### src/rtl/rr_grant_scheduler_pkg.sv
// +----------------------------------------------------------------------+
// | rr_grant_scheduler_pkg: shared FSM encoding and index helpers        |
// | Rev 1.0                                                              |
// +----------------------------------------------------------------------+
`default_nettype none

package rr_grant_scheduler_pkg;

  typedef enum logic [0:0] {
    ST_IDLE = 1'b0,
    ST_BUSY = 1'b1
  } state_t;

  function automatic int idx_width(input int n);
    return (n > 1) ? $clog2(n) : 1;
  endfunction

  // Next index after idx, wrapping to 0 at n (non-power-of-2 safe).
  function automatic int wrap_inc(input int idx, input int n);
    return (idx + 1 >= n) ? 0 : idx + 1;
  endfunction

endpackage

`default_nettype wire

### src/rtl/rr_grant_scheduler_demux.sv
// +----------------------------------------------------------------------+
// | rr_grant_scheduler_demux: select index to one-hot output decoder     |
// | Rev 1.0                                                              |
// +----------------------------------------------------------------------+
`default_nettype none

module rr_grant_scheduler_demux
  import rr_grant_scheduler_pkg::*;
#(
  parameter int NUM_OUTPUTS = 5
) (
  input  logic [idx_width(NUM_OUTPUTS)-1:0] i_select,
  output logic [NUM_OUTPUTS-1:0]            o_output
);

  localparam int SEL_W = idx_width(NUM_OUTPUTS);

  for (genvar g = 0; g < NUM_OUTPUTS; g++) begin : g_out
    assign o_output[g] = (i_select == SEL_W'(g));
  end

endmodule

`default_nettype wire

### src/rtl/rr_grant_scheduler.sv
// +----------------------------------------------------------------------+
// | rr_grant_scheduler: round-robin single-grant scheduler with hold     |
// | limit; grant vector decoded from the registered select index.        |
// | Rev 1.0                                                              |
// +----------------------------------------------------------------------+
`default_nettype none

module rr_grant_scheduler
  import rr_grant_scheduler_pkg::*;
#(
  parameter int NUM_REQ  = 5,
  parameter int MAX_HOLD = 8
) (
  input  logic                          i_clk,
  input  logic                          i_rst_n,
  input  logic [NUM_REQ-1:0]            i_req,
  input  logic                          i_release,
  output logic [NUM_REQ-1:0]            o_grant,
  output logic [idx_width(NUM_REQ)-1:0] o_grant_idx,
  output logic                          o_busy,
  output logic                          o_timeout
);

  localparam int IDX_W = idx_width(NUM_REQ);
  localparam int CNT_W = (MAX_HOLD > 1) ? $clog2(MAX_HOLD) : 1;
  localparam logic [CNT_W-1:0] c_HOLD_LAST = CNT_W'((MAX_HOLD > 0) ? MAX_HOLD - 1 : 0);

  state_t             r_state;
  logic [IDX_W-1:0]   r_idx;
  logic [IDX_W-1:0]   r_ptr;
  logic [CNT_W-1:0]   r_hold;
  logic               r_timeout;

  logic [IDX_W-1:0]   w_winner;
  int                 w_pos;
  logic               w_normal_rel;
  logic               w_limit;
  logic               w_release;
  logic [NUM_REQ-1:0] w_onehot;

  // Scan downward in priority so the lowest offset from the pointer wins last.
  always_comb begin
    w_winner = r_ptr;
    w_pos    = 0;
    for (int k = NUM_REQ - 1; k >= 0; k--) begin
      w_pos = int'(r_ptr) + k;
      if (w_pos >= NUM_REQ) w_pos = w_pos - NUM_REQ;
      if (i_req[IDX_W'(w_pos)]) w_winner = IDX_W'(w_pos);
    end
  end

  assign w_normal_rel = i_release | ~i_req[r_idx];
  assign w_limit      = (MAX_HOLD != 0) && (r_hold == c_HOLD_LAST);
  assign w_release    = w_normal_rel | w_limit;

  always_ff @(posedge i_clk or negedge i_rst_n) begin
    if (!i_rst_n) begin
      r_state   <= ST_IDLE;
      r_idx     <= '0;
      r_ptr     <= '0;
      r_hold    <= '0;
      r_timeout <= 1'b0;
    end else begin
      r_timeout <= 1'b0;
      case (r_state)
        ST_IDLE: begin
          if (|i_req) begin
            r_idx   <= w_winner;
            r_state <= ST_BUSY;
            r_hold  <= '0;
          end
        end
        ST_BUSY: begin
          if (w_release) begin
            r_state   <= ST_IDLE;
            r_ptr     <= IDX_W'(wrap_inc(int'(r_idx), NUM_REQ));
            r_hold    <= '0;
            // A coincident release or withdrawal makes this a normal release.
            r_timeout <= w_limit & ~w_normal_rel;
          end else if (r_hold != c_HOLD_LAST) begin
            r_hold <= r_hold + 1'b1;
          end
        end
        default: r_state <= ST_IDLE;
      endcase
    end
  end

  rr_grant_scheduler_demux #(
    .NUM_OUTPUTS (NUM_REQ)
  ) u_demux (
    .i_select (r_idx),
    .o_output (w_onehot)
  );

  assign o_busy      = (r_state == ST_BUSY);
  assign o_grant     = o_busy ? w_onehot : '0;
  assign o_grant_idx = r_idx;
  assign o_timeout   = r_timeout;

endmodule

`default_nettype wire

### config.mk
export PLATFORM = sky130hd
export DESIGN_NAME = rr_grant_scheduler
export DESIGN_NICKNAME = d
export VERILOG_FILES = /design/src/rtl/rr_grant_scheduler_pkg.sv /design/src/rtl/rr_grant_scheduler_demux.sv /design/src/rtl/rr_grant_scheduler.sv
export SDC_FILE = /design/constraint.sdc
export NUM_CORES = 1
export LEC_CHECK = 0
export CAP_MARGIN = 20
export CORE_UTILIZATION = 53
export CTS_BUF_LIST = sky130_fd_sc_hd__clkbuf_16
export CTS_CLUSTER_DIAMETER = 80
export CTS_CLUSTER_SIZE = 30
export DETAILED_ROUTE_END_ITERATION = 8
export GPL_ROUTABILITY_DRIVEN = 0
export PLACE_DENSITY = 0.75
export SLEW_MARGIN = 20
export SYNTH_ARGS = -nofsm -noshare
export SYNTH_HDL_FRONTEND = slang
export SYNTH_SLANG_ARGS = --single-unit
### constraint.sdc
create_clock -name i_clk -period 8.5 [get_ports i_clk]
set_input_delay 2.55 -clock i_clk [delete_from_list [all_inputs] [get_ports i_clk]]
set_output_delay 2.55 -clock i_clk [all_outputs]
set_load 0.005 [all_outputs]
==> results.yml <==
outcome:
  status: "completed"
setup_path:
  startpoint: "i_req[0]"
  reg2reg_from: "r_ptr[0]$_DFFE_PN0P_"
  critPathMaxFanout: 12
  path_class: "in -> reg"
  required_ns: 8.61
  slowest_stage: "clkdlybuf4s50_1"
  crit_chain: "clkdlybuf4s50_1, and3b_1, a41o_1, o31ai_1, o311ai_2, a21o_2, a311oi_1, o21ai_1"
  endpoint_kind: "flop"
  start_kind: "primary input"
  cpPeakStageDelay_ns: 0.59
  worst_ep_arrival_time_ns: 4.84
clock_network:
  cts_buffer_depth: 2
  clk_latency_ns: 0.24
  cts_tree: "built"
  cts_sinks: 11
  ctsResizeCount: 0
  cts_buffers: 3
  clk_pin_slew_worst_paths_ns: 0.04
  htree_levels: 1
  cts-root-buf: "clkbuf_16"
  cts_setup_buffers: 0
  ctsHoldBuffers: 0
synthesis:
  ys_seq_area_share_pct: 15.64
  netlist_area_um2: 1760
  synth.distinct_cells: 62
  synth_edf_count: 0
  yosys_warnings: 0
  synth_flop_cell: "dfrtp_1"
  yosys_register_bits: 11
  syn_inst: 216
  synth-async-reset-ratio_pct: 100.0
  synth_nets: 241
  syn_avg_cell_area_um2: 8.150
die:
  dieArea_um2: 3556
  die_h_um: 59.64
  fp.dieW_um: 59.64
  rows: 20
  initial_core_util_pct: 56.73
  core_area_um2: 3103
  num_io_pins: 18
grt:
  grt_max_degree: 36
  grt_pass1_wl_um: 7852
  overflow: 0
  grt_antenna_before_repair: 0
  grt_usage_pct: 29.61
  grt_pass1_vias: 1649
power_and_ir_drop:
  p_sw_mw: 0.4824
  irDropWorstVdd_uv: 234.5
  pwr-share-clk_pct: 9.4
  power.share.switching_pct: 52.14
  pwr-share-comb_pct: 79.0
  p_int_mw: 0.4428
  p_leak_nw: 0.8741
  p_seq_share_pct: 11.7
  p_per_area_nw_per_um2: 462.7
place:
  numPlacedInstances: 265
  dp_hpwl_um: 3514
  portBuffers: 17
  dpl-instance-area_um2: 1921
finish:
  final_area_um2: 1999
  layout_commonest_cell: "clkdlybuf4s50_1"
  mostFrequentLayoutCells: "clkdlybuf4s50_1, ha_1, inv_1"
  fillers: 271
  fin_util_pct: 64.44
  num-nets-final: 251
  finalNonFillerCells: 269
  drive_above_1_share_pct: 6.667
  multiInputGateArea_um2: 1360
  final-seq-area_um2: 275.3
  syn_to_final_growth_pct: 13.58
  diodes: 0
worst_hold_path:
  hp-start: "r_hold[0]$_DFFE_PN0P_"
  hold_class: "reg -> reg"
sta:
  clock_skew_ns: 0.0008555
  hold_slack_ns: 0.4985
  fin_crit_sh_pct: 55.67
  tightest_slew_ns: 0.7514
  final-hold-violation-count: 0
  setup_viol: 0
  fin_crit_ns: 4.732
  tns_ns: 0
  slew_headroom_pct: 49.48
  fmax_ghz: 0.2113
  slew_viol_final: 0
  rsz0062_at_grt: "no"
route:
  routed_via_density: 6.691
  ant_nets: 0
  vias: 1800
  drt_wl_total_um: 4870
  drt_iter0_drc: 266
  drc: 0
  firstDrtPassIters: 5
  wl_per_cell_um: 18.10
run:
  cap_violations: 0
==> power by group through the flow <==
| stage | Sequential [mW] | Clock (mW) | Combinational (mW) |
|---|---|---|---|
| floorplan | 0.0960 | 0 | 0.556 |
| global placement | 0.107 | 0 | 0.687 |
| detailed placement | 0.108 | 0 | 0.704 |
| CTS | 0.108 | 0.0867 | 0.710 |
| global route | 0.112 | 0.0905 | 0.802 |
| finish | 0.108 | 0.0866 | 0.731 |
==> per-stage QoR <==
| step | setup WS [ns] | total power, mW |
|---|---|---|
| floorplan | 4.332 | 0.6517 |
| global placement | 3.566 | 0.7934 |
| detailed placement | 3.594 | 0.8116 |
| CTS | 3.826 | 0.9043 |
| global route | 3.568 | 1.004 |
| finish | 3.768 | 0.9252 |
==> critical path: cells and delay by family <==
family                 cells  cell delay [ns]
AOI/OAI and AO/OA          6             1.42
and+or+nand+nor            1             0.28
buffers and inverters      1             0.59
==> final timing paths <==
path | slack (ns) | depth (start not counted) | end
hold / removal | 0.50 | 1 | r_hold[0]$_DFFE_PN0P_
hold reg to reg | 0.50 | 1 | r_hold[0]$_DFFE_PN0P_
min in group asynchronous | 2.66 | 1 | r_ptr[0]$_DFFE_PN0P_
setup / recovery | 3.77 | 8 | o_grant_idx[1]$_DFFE_PN0P_
setup reg to reg | 5.15 | 10 | o_grant_idx[2]$_DFFE_PN0P_
max in group asynchronous | 5.50 | 1 | o_timeout$_DFF_PN0_
==> flip-flops by register name, summed over array words and instances (netlist names) <==
register,flops
o_grant_idx,3
o_busy,1
r_ptr,3
o_timeout,1
r_hold,3
==> cells by family (layout without fill, tap and decap cells) <==
logic type | Yosys count | after routing | share of synthesized area, %
DFF | 11 | 11 | 15.64
adders and majority gates | 17 | 17 | 12.51
and+or+nand+nor | 69 | 69 | 21.18
xor gates and xnor gates | 3 | 3 | 1.493
AOI/OAI and AO/OA | 75 | 75 | 31.63
buffers and inverters | 27 | 36 | 7.107
muxes | 14 | 14 | 10.45
==> synth_stat cells (4+ instances only) <==
library cell / number / share of area [%]
and2_1: 6 / 2.1
inv_1: 14 / 3.0
nand3_1: 4 / 1.1
o21ai_0: 9 / 2.6
nand2_1: 13 / 2.8
nand4_1: 5 / 1.8
a2111oi_0: 4 / 2.0
clkbuf_1: 4 / 0.85
a21o_1: 5 / 2.1
nor2_1: 14 / 3.0
ha_1: 16 / 11
o31ai_1: 8 / 3.4
a21oi_1: 13 / 3.7
a211oi_1: 6 / 2.6
dfrtp_1: 11 / 16
buf_2: 6 / 1.7
mux2i_1: 9 / 5.1
nand2b_1: 4 / 1.4
nor2b_1: 5 / 1.8
==> cell type report <==
| cell class | count | share of cell area, % |
|---|---|---|
| clock inverter | 1 | 0.1877 |
| clock buffer | 3 | 3.755 |
| timing repair buffer | 18 | 8.886 |
| multi-input combinational | 178 | 68.02 |
| tap | 44 | 2.753 |
| inverter | 14 | 2.628 |
| sequential | 11 | 13.77 |
==> per-layer routing <==
layer / share of wire (%) / track usage, %
met5: 0 / 0
met3: 11 / 7.424
met1: 42 / 41.11
met2: 45 / 45.91
met4: 1.4 / 7.641
No activity file was read; power rests on OpenSTA's default activity.
==> RTL change (same flow settings) <==
Set the parameter `NUM_REQ` to 10 (it was 5).
--- a/src/rtl/rr_grant_scheduler.sv
+++ b/src/rtl/rr_grant_scheduler.sv
@@ -8,7 +8,7 @@
 module rr_grant_scheduler
   import rr_grant_scheduler_pkg::*;
 #(
-  parameter int NUM_REQ  = 5,
+  parameter int NUM_REQ  = 10,
   parameter int MAX_HOLD = 8
 ) (
   input  logic                          i_clk,
Ports: changed (resized i_req, o_grant and o_grant_idx); port bits go from 18 to 29. No check against the original RTL was run, so the function may have changed too.
==> RTL change against the unedited design <==
- synthesized area rose by 110%
- die area rose by 100%
- sequential cell count rose by 2
- setup slack got worse by 0.52 ns
- design area rose by 100%
- global-route usage rose by 2.3 points
- routed wire length rose by 130%
- critical endpoint unchanged
Power is not shown: default switching activity piles up to over one toggle a cycle in this logic, so the estimate is an artifact.
==> RTL change: results (changes against the unedited design) <==
Parameter                              Value

Clock network
  Maximum buffer depth of the clock tree    2 (unchanged)
  Post-cts gate resize count    0 (unchanged)
  Post-CTS Setup Inserts    0 (unchanged)
  Clock transition at the registers of the reported paths    around 0.050 ns
  Skew-Pair Late Insertion Delay    0.24 ns (about the same)
  Deepest level of the CTS H-tree    1 (unchanged)
  Buffer type at the clock tree root    clkbuf_16
  Total CTS buffers    3 (unchanged)

Global routing
  Global-route wire length before repair    18,600 µm (+140%)
  Number of global-route vias before repair    3,780 (+130%)
  Largest net degree at the start of global routing    37 (+2.8%)
  Total GRT Usage    0.319 (+0.0227)

Yosys
  Sequential cell area fraction in the yosys report    0.0899 (-0.0664)
  Mean instance size in the synthesized netlist    7.50 µm² (-7.9%)
  Yosys synthesis warning count    0 (unchanged)
  Count of distinct cell types in the synthesized netlist    77 (+24%)
  Top post-synthesis cells by count    nand2_1 (45), nor2_1 (38), a21oi_1 (35), ha_1 (29), o21ai_0 (26)
  Biggest area contributors in the synthesized netlist    ha_1 (10%), dfrtp_1 (9.0%), mux2i_1 (6.1%)
  Net count after synthesis    525 (+120%)
  Most instantiated flip-flop cell in the synthesis netlist    dfrtp_1
  Ys async rst share    1.00 (unchanged)

Critical path
  Crit path launch    i_req[0]
  Number of cells on the worst reg-to-reg path    12 (+2)
  Worst r2r dst    o_grant_idx[1]
  Critical-path maximum fanout    5 (-7)
  Reg2reg setup slack    3.40 ns (-1.75 ns)
  Category of the worst setup path capture point    flop
  Data arrival time at the worst-slack endpoint    5.42 ns (+0.58 ns)
  RR Startpoint    r_ptr[0]

Finish
  Antenna Cells    0 (unchanged)
  Filler instances    572 (+110%)
  Final-stage net count    546 (+120%)
  Filler-free cell count of the finished design    579 (+120%)
  Area used by multi-input combinational logic    0.00313 mm² (+130%)
  Share of cells above drive strength 1    0.0737 (+0.00704)

Run status
  Outcome    complete, no violations

STA
  Slew at the pin with the worst max-slew slack    0.885 ns (+0.134 ns)
  Clock tree skew after final layout    0.00134 ns (+0.000483 ns)
  Highest Clock Rate    190 MHz (-10%)

Placement
  Placed wire-length estimate    8690 µm (+150%)
  Worst-case setup slack after placement    3.11 ns (-0.483 ns)
  Count of input and output buffers    28 (+11)
  Instance area at placement    0.00395 mm² (+110%)

Drt
  Via count of the routed design    4,030 (+120%)
  Routed length per placed instance    19.7 µm (+9.0%)
  DRC violation total after the first TritonRoute iteration    388 (+46%)

Job
  Reported max-cap violation count    0 (unchanged)

Min path
  Class of the tightest hold or removal check    reg2reg
==> RTL change: cell type report <==
| cell class | instances | share of cell area |
|---|---|---|
| multi-input cells | 429 | 0.776 |
| flip-flops and latches | 13 | 0.0808 |
| repair buffers | 32 | 0.0770 |
| well taps | 77 | 0.0239 |
| inverters | 24 | 0.0224 |
| clock buffers | 3 | 0.0186 |
| clock inverters | 1 | 0.000932 |
==> RTL change: per-layer routing <==
layer	GRT usage	vias to the layer above	part of all wire
met1	0.428	1886	0.43
met3	0.0236	42	0.067
li1	-	1888	-
met5	0	-	0
met2	0.525	214	0.47
met4	0.140	0	0.035
==> RTL change: worst max-delay path, cell delays in order <==
cell and delay (ns):
clkdlybuf4s50_1 0.49, mux2i_1 0.56, a21oi_1 0.15, o311a_1 0.34
a22oi_1 0.45, o211ai_1 0.20, or4_1 0.53, o21ai_0 0.15
==> RTL change: cell families after synthesis <==
logic type / share of synthesized area
compound gates: 0.344
xor+xnor: 0.0564
fa+ha+maj: 0.106
buf+inv: 0.0457
flops: 0.0899
mux: 0.117
simple gates: 0.241
==> RTL change: how the worst min path moves through the flow <==
stage,cells after the start,startpoint,slack [ns],end
2_1_floorplan,1,r_hold[0],0.46,r_hold[0]
3_3_place_gp,1,r_hold[0],0.49,r_hold[0]
3_5_place_dp,1,r_hold[0],0.48,r_hold[0]
4_1_cts,1,r_hold[0],0.49,r_hold[0]
5_1_grt,1,r_hold[0],0.53,r_hold[0]
6_report,1,r_hold[0],0.49,r_hold[0]
